File: src/rtl/video_cap_pkg.sv
// Shared types and constants for the video frame capture block.
// Holds the capture FSM encoding, measurement counter width and a saturating increment.
package video_cap_pkg;

    localparam int CNT_W = 12;
    localparam logic [CNT_W-1:0] CNT_MAX = '1;

    typedef enum logic [1:0] {
        WAIT_START = 2'd0,
        CAPTURE    = 2'd1,
        DONE       = 2'd2
    } cap_state_e;

    function automatic logic [CNT_W-1:0] sat_inc(input logic [CNT_W-1:0] v);
        return (v == CNT_MAX) ? v : v + CNT_W'(1);
    endfunction

endpackage

File: src/rtl/video_frame_meas.sv
// Per-frame geometry, pixel-sum and overflow accumulator; results latch on close (1 cycle).
// No backpressure: it observes the capture stream and never stalls it.
module video_frame_meas
    import video_cap_pkg::*;
#(
    parameter int IMG_HDISP  = 640,
    parameter int IMG_VDISP  = 480,
    parameter int DATA_WIDTH = 24
) (
    input  logic                  clk,
    input  logic                  rst,
    input  logic                  active,
    input  logic                  start,
    input  logic                  close,
    input  logic                  de,
    input  logic                  wr,
    input  logic [DATA_WIDTH-1:0] data,
    output logic [CNT_W-1:0]      meas_hdisp,
    output logic [CNT_W-1:0]      meas_vdisp,
    output logic [31:0]           frame_sum,
    output logic                  geom_err,
    output logic                  ovf_err
);

    logic             in_line;
    logic [CNT_W-1:0] run_len;
    logic [CNT_W-1:0] last_len;
    logic [CNT_W-1:0] line_cnt;
    logic             len_err;
    logic [31:0]      sum;
    logic             ovf;

    // A line still open at close counts as the last line of the frame.
    logic             open_bad;
    assign open_bad = in_line && (run_len != CNT_W'(IMG_HDISP));

    always_ff @(posedge clk or posedge rst) begin
        if (rst) begin
            meas_hdisp <= '0;
            meas_vdisp <= '0;
            frame_sum  <= '0;
            geom_err   <= 1'b0;
            ovf_err    <= 1'b0;
        end else if (close) begin
            meas_hdisp <= in_line ? run_len : last_len;
            meas_vdisp <= line_cnt;
            frame_sum  <= sum;
            geom_err   <= len_err | open_bad | (line_cnt != CNT_W'(IMG_VDISP));
            ovf_err    <= ovf;
        end
    end

    // The start cycle's own pixel seeds the accumulators of the new frame.
    always_ff @(posedge clk or posedge rst) begin
        if (rst) begin
            in_line  <= 1'b0;
            run_len  <= '0;
            last_len <= '0;
            line_cnt <= '0;
            len_err  <= 1'b0;
            sum      <= '0;
            ovf      <= 1'b0;
        end else if (start) begin
            in_line  <= de;
            run_len  <= de ? CNT_W'(1) : '0;
            line_cnt <= de ? CNT_W'(1) : '0;
            last_len <= '0;
            len_err  <= 1'b0;
            sum      <= wr ? 32'(data) : '0;
            ovf      <= de & ~wr;
        end else if (active) begin
            in_line <= de;
            if (de) begin
                run_len <= in_line ? sat_inc(run_len) : CNT_W'(1);
                if (!in_line) begin
                    line_cnt <= sat_inc(line_cnt);
                end
            end else if (in_line) begin
                last_len <= run_len;
                if (run_len != CNT_W'(IMG_HDISP)) begin
                    len_err <= 1'b1;
                end
            end
            if (wr) begin
                sum <= sum + 32'(data);
            end
            if (de && !wr) begin
                ovf <= 1'b1;
            end
        end
    end

endmodule

File: src/rtl/video_frame_capture.sv
// Captures video frames into NUM_BUFS memory slots; write port lags the pixel by 1 cycle.
// No backpressure: the memory must accept one write per cycle, excess pixels are dropped.
module video_frame_capture
    import video_cap_pkg::*;
#(
    parameter int IMG_HDISP   = 640,
    parameter int IMG_VDISP   = 480,
    parameter int DATA_WIDTH  = 24,
    parameter int START_FRAME = 1,
    parameter int NUM_BUFS    = 2,
    parameter int CONTINUOUS  = 0
) (
    input  logic                                              clk,
    input  logic                                              rst,
    input  logic                                              video_vsync,
    input  logic                                              video_hsync,
    input  logic                                              video_de,
    input  logic [DATA_WIDTH-1:0]                             video_data,
    output logic                                              cap_wr_en,
    output logic [$clog2(NUM_BUFS*IMG_HDISP*IMG_VDISP)-1:0]   cap_wr_addr,
    output logic [DATA_WIDTH-1:0]                             cap_wr_data,
    output logic [CNT_W-1:0]                                  frame_cnt,
    output logic                                              cap_busy,
    output logic                                              cap_done,
    output logic [(NUM_BUFS > 1 ? $clog2(NUM_BUFS) : 1)-1:0]  cap_slot,
    output logic [CNT_W-1:0]                                  meas_hdisp,
    output logic [CNT_W-1:0]                                  meas_vdisp,
    output logic [31:0]                                       frame_sum,
    output logic                                              geom_err,
    output logic                                              ovf_err
);

    localparam int FRAME_PIX = IMG_HDISP * IMG_VDISP;
    localparam int AW        = $clog2(NUM_BUFS * FRAME_PIX);
    localparam int SW        = (NUM_BUFS > 1) ? $clog2(NUM_BUFS) : 1;
    localparam int IW        = $clog2(FRAME_PIX + 1);

    cap_state_e    state_q;
    cap_state_e    state_d;
    logic          vsync_d1;
    logic          fe;
    logic [SW-1:0] slot;
    logic [SW-1:0] slot_nxt;
    logic [SW-1:0] slot_eff;
    logic          last_slot;
    logic [IW-1:0] pix_idx;
    logic [IW-1:0] idx_eff;
    logic          start;
    logic          close;
    logic          active;
    logic          capture;
    logic          wr;

    // hsync is observed only; it never steers capture.
    logic          hsync_unused;
    assign hsync_unused = video_hsync;

    assign fe        = vsync_d1 & ~video_vsync;
    assign last_slot = (slot == SW'(NUM_BUFS - 1));
    assign slot_nxt  = last_slot ? '0 : slot + SW'(1);

    always_ff @(posedge clk or posedge rst) begin
        if (rst) begin
            state_q <= WAIT_START;
        end else begin
            state_q <= state_d;
        end
    end

    always_comb begin
        state_d = state_q;
        start   = 1'b0;
        close   = 1'b0;
        unique case (state_q)
            WAIT_START: begin
                if (fe && (frame_cnt == CNT_W'(START_FRAME - 1))) begin
                    state_d = CAPTURE;
                    start   = 1'b1;
                end
            end
            CAPTURE: begin
                if (fe) begin
                    close = 1'b1;
                    if ((CONTINUOUS == 0) && last_slot) begin
                        state_d = DONE;
                    end else begin
                        start = 1'b1;
                    end
                end
            end
            DONE: begin
                state_d = DONE;
            end
            default: begin
                state_d = WAIT_START;
            end
        endcase
    end

    // A pixel on the frame edge already belongs to the next frame and slot.
    assign active   = (state_d == CAPTURE);
    assign capture  = video_de & active;
    assign idx_eff  = start ? '0 : pix_idx;
    assign slot_eff = close ? slot_nxt : slot;
    assign wr       = capture && (idx_eff < IW'(FRAME_PIX));
    assign cap_busy = (state_q == CAPTURE);

    always_ff @(posedge clk or posedge rst) begin
        if (rst) begin
            vsync_d1  <= 1'b0;
            frame_cnt <= '0;
            slot      <= '0;
            cap_slot  <= '0;
            cap_done  <= 1'b0;
            pix_idx   <= '0;
        end else begin
            vsync_d1 <= video_vsync;
            cap_done <= close;
            if (fe) begin
                frame_cnt <= sat_inc(frame_cnt);
            end
            if (close) begin
                slot     <= slot_nxt;
                cap_slot <= slot;
            end
            // Index parks at FRAME_PIX so an oversized frame cannot wrap into valid addresses.
            if (start) begin
                pix_idx <= capture ? IW'(1) : '0;
            end else if (capture && (pix_idx != IW'(FRAME_PIX))) begin
                pix_idx <= pix_idx + IW'(1);
            end
        end
    end

    always_ff @(posedge clk or posedge rst) begin
        if (rst) begin
            cap_wr_en   <= 1'b0;
            cap_wr_addr <= '0;
            cap_wr_data <= '0;
        end else begin
            cap_wr_en <= wr;
            if (wr) begin
                cap_wr_addr <= AW'(slot_eff) * AW'(FRAME_PIX) + AW'(idx_eff);
                cap_wr_data <= video_data;
            end
        end
    end

    video_frame_meas #(
        .IMG_HDISP  (IMG_HDISP),
        .IMG_VDISP  (IMG_VDISP),
        .DATA_WIDTH (DATA_WIDTH)
    ) u_meas (
        .clk        (clk),
        .rst        (rst),
        .active     (active),
        .start      (start),
        .close      (close),
        .de         (video_de),
        .wr         (wr),
        .data       (video_data),
        .meas_hdisp (meas_hdisp),
        .meas_vdisp (meas_vdisp),
        .frame_sum  (frame_sum),
        .geom_err   (geom_err),
        .ovf_err    (ovf_err)
    );

endmodule

File: config.mk
export PLATFORM = sky130hd
export DESIGN_NAME = video_frame_capture
export DESIGN_NICKNAME = d
export VERILOG_FILES = /design/src/rtl/video_cap_pkg.sv /design/src/rtl/video_frame_meas.sv /design/src/rtl/video_frame_capture.sv
export SDC_FILE = /design/constraint.sdc
export NUM_CORES = 1
export LEC_CHECK = 0
export BUFFER_PORTS_ARGS = -buffer_cell sky130_fd_sc_hd__buf_2
export CAP_MARGIN = 15
export CORE_ASPECT_RATIO = 1.4
export CORE_MARGIN = 3
export CORE_UTILIZATION = 55
export CTS_CLUSTER_DIAMETER = 200
export CTS_CLUSTER_SIZE = 20
export DETAILED_ROUTE_END_ITERATION = 10
export GPL_TIMING_DRIVEN = 0
export PLACE_DENSITY_LB_ADDON = 0.12
export REMOVE_ABC_BUFFERS = 1
export SYNTH_ARGS = -nofsm -noshare
export SYNTH_HDL_FRONTEND = slang
export SYNTH_SLANG_ARGS = --single-unit
export TNS_END_PERCENT = 10
File: constraint.sdc
create_clock -name clk -period 15.6 [get_ports clk]
set_input_delay 2.34 -clock clk [delete_from_list [all_inputs] [get_ports clk]]
set_output_delay 2.34 -clock clk [all_outputs]
set_load 0.005 [all_outputs]
==> impl_metrics.csv <==
group,metric,value,unit
synth,synthXorXnorAreaFrac,0.0543,
sta,finalMaxSlewViolations,0,
sta,rsz0062_at_grt,"false",
critical_path,slowest_delay,0.65,ns
routing,num_vias,8223,
pwr,total_power,0.00100,W
placed_design,portBuffers,145,
hold_path,hold_path_class,"reg2reg",
critical_path,worstPathArrival,5.65,ns
finish,drive_above_1_share,0.152,
critical_path,critical_path.top_delay_family,"simple AND/OR/NAND/NOR gates",
run,cap_viol_max_count,0,
floorplanning,num_io_pins,147,
pwr,leakage,6.19,nW
routing,dr.first_iter.drc_count,487,
global_routing,grt_pass1_vias,8043,
finish,layout.cells.non_filler,1500,
synth,synth-simple-area-share,0.218,
sta,hold_violations,0,
routing,wl,23.8,mm
synth,synth_common_cells,"nand2_1 (291), dfrtp_1 (211), nor2_1 (90)",
floorplanning,core-area,18700,µm²
clocking,clkLatencyLatePin,0.48,ns
clocking,cts_tree,"yes",
routing,viasPerCell,5.48,
placed_design,dp_hpwl,16.5,mm
finish,utilization,0.636,
synth,yosysMostFrequentCell,"nand2_1",
sta,fmax,189,MHz
synth,synth_area_per_cell,9.20,µm²
synth,synth_compound_area_frac,0.120,
synth,yosys.area_share.adder,0.0468,
global_routing,grt-ovfl-total,0,
sta,tns,0,ns
synth,synthesis.area,10500,µm²
critical_path,path_cells,"buf_2 > nor2b_1 > nand2_4 > o21ai_4 > buf_12 > o21ai_4 > buf_12 > clkinv_2 > nand4_1 > a211oi_1 > xnor2_1 > nor2_1",
finish,fin_nets,1323,
synth,synth_edf_count,0,
floorplanning,die_area,20800,µm²
critical_path,endpoint_kind,"flip-flop",
run_status,status,"finished clean",
finish,num_antenna_cells,0,
sta,final.period_utilization,0.339,
synth,postSynthCellCount,1140,
pwr,ir_worst_vdd,90.9,µV
synth,synthTopCellsByArea,"dfrtp_1 (50%), nand2_1 (10%), ha_1 (4.3%), o21ai_0 (3.7%), nor2_1 (3.2%)",
synth,ys_ff_latch,211,
sta,setup_viol,0,
sta,maxSlewHeadroom,0.322,
sta,tightest_slew,1.02,ns
clocking,clkSlewWorstSetupHoldPaths,0.08,ns
clocking,clk_path_buf_depth,3,
global_routing,grt_pass1_wl,39.8,mm
sta,period_minus_slack,5.29,ns
critical_path,critPathKind,"in2reg",
sta,fin_worst_skew,0.0145,ns
clocking,numCtsBuffers,14,
global_routing,grt_usage,0.235,
critical_path,cp.required,15.96,ns
placed_design,placedCellCount,1483,
finish,syn_to_final_growth,13.3,%
synth,synth.area.mux_share,0.0259,
synth,synth_top_area_cell,"dfrtp_1",
clocking,clock-sinks,211,
critical_path,startpoint_type,"input pin",
critical_path,crit_slowest_cell,"nand2_4",
floorplanning,initial_core_util,0.562,
synth,ys_warn_count,0,
clocking,post_cts_buffers,0,
placed_design,gp_congestion,0.826,
clocking,root_buffer,"clkbuf_16",
floorplanning,rows,59,
floorplanning,die_y,169,µm
critical_path,crit_buf_inv,4,
synth,synth_top_family_by_area,"simple AND/OR/NAND/NOR gates",
routing,ant_nets,0,
clocking,cts_hold_buf,0,
synth,ys_seq_area_frac,0.503,
clocking,cts-resized-gates,0,
clocking,htreeDepth,1,
critical_path,r2r_setup_slack,11.80,ns
routing,drc,0,
critical_path,crit_fanout,82,
global_routing,antenna_found_initial,2,
synth,ys_types,65,
synth,synth_top_flop_cell,"dfrtp_1",
routing,drt_pass1_iterations,5,
synth,synth_top_cell_area_share,0.503,
synth,synthArstFlopShare,1.00,
pwr,p_per_area,84.1,nW/µm²
floorplanning,die_x,123,µm
global_routing,grt_max_degree,119,
routing,routedWlPerCell,15.9,µm
==> flip-flops by register name (all words and copies together) (netlist names), 2 cells and up <==
name and cells:
u_meas.meas_hdisp 12, u_meas.frame_sum 32, u_meas.meas_vdisp 12, frame_cnt 12
u_meas.line_cnt 12, u_meas.run_len 12, u_meas.last_len 12, u_meas.sum 32
pix_idx 19, state_q 2, cap_wr_addr 20, cap_wr_data 24
==> through the flow <==
stage	worst slack (ns)	area, µm²	hold slack, ns
after floorplan	7.00	10300	0.440
after global placement	2.36	11300	0.446
after detailed placement	9.70	11500	0.451
after CTS	10.20	11900	0.469
after global routing	9.89	11900	0.495
final	10.31	11900	0.465
==> layout make-up <==
type                    count  area [µm²]
clock buffers              15         375
clock inverters             1        11.3
fillers                  1632        6790
inverters                  34         136
multi-input cells         843        4900
flip-flops and latches    211        5280
well taps                 244         305
repair buffers            152         876
==> cell usage in the layout (no fill, tap or decap), drive strengths merged, types with 27 or more instances in the layout <==
| cell | Yosys | final |
|---|---|---|
| a21oi | 48 | 48 |
| buf | 11 | 152 |
| dfrtp | 211 | 211 |
| ha | 36 | 36 |
| inv | 33 | 34 |
| nand2 | 291 | 291 |
| nand3 | 33 | 33 |
| nor2 | 90 | 90 |
| o21ai | 82 | 82 |
| xnor2 | 38 | 38 |
| xor2 | 27 | 27 |
==> kinds of logic (layout without fill, tap and decap cells) <==
kind of cell               count (synthesis)  in the layout
buffers and inverters                     86            202
AOI/OAI and AO/OA                        200            200
adders and majority gates                 38             38
muxes                                     27             27
and+or+nand+nor                          513            513
xor gates and xnor gates                  65             65
DFF                                      211            211
==> tightest hold or removal path: stages, from the launching register on <==
cell and delay (ns):
dfrtp_1 0.35, nand2_1 0.05, nand2_1 0.04
==> per-layer routing <==
metal	vias up	track usage	part of all wire
met5	-	0	0.00092
li1	4079	-	-
met3	35	0.0393	0.043
met4	4	0.0551	0.020
met1	3959	0.302	0.43
met2	146	0.414	0.51
==> power breakdown <==
part / switching (W) / internal [W] / leakage, nW
registers: 0.0000155 / 0.000556 / 2.89
clock network: 0.000182 / 0.000173 / 0.191
logic: 0.0000420 / 0.0000305 / 3.11
total: 0.000240 / 0.000760 / 6.19
==> final timing paths <==
check                                                 from                          endpoint  depth (start not counted)
worst max-delay path                           video_vsync        u_meas.sum[30]$_DFFE_PP0P_                         12
worst min-delay path            cap_wr_addr[8]$_DFFE_PP0N_        cap_wr_addr[8]$_DFFE_PP0N_                          2
worst max register to register        state_q[0]$_DFF_PP0_        u_meas.sum[30]$_DFFE_PP0P_                         12
worst min register to register  cap_wr_addr[8]$_DFFE_PP0N_        cap_wr_addr[8]$_DFFE_PP0N_                          2
max in group asynchronous                              rst  u_meas.meas_vdisp[7]$_DFFE_PP0P_                          3
min in group asynchronous                              rst        cap_wr_data[0]$_DFFE_PP0N_                          2
No activity file was read; power rests on OpenSTA's default activity.
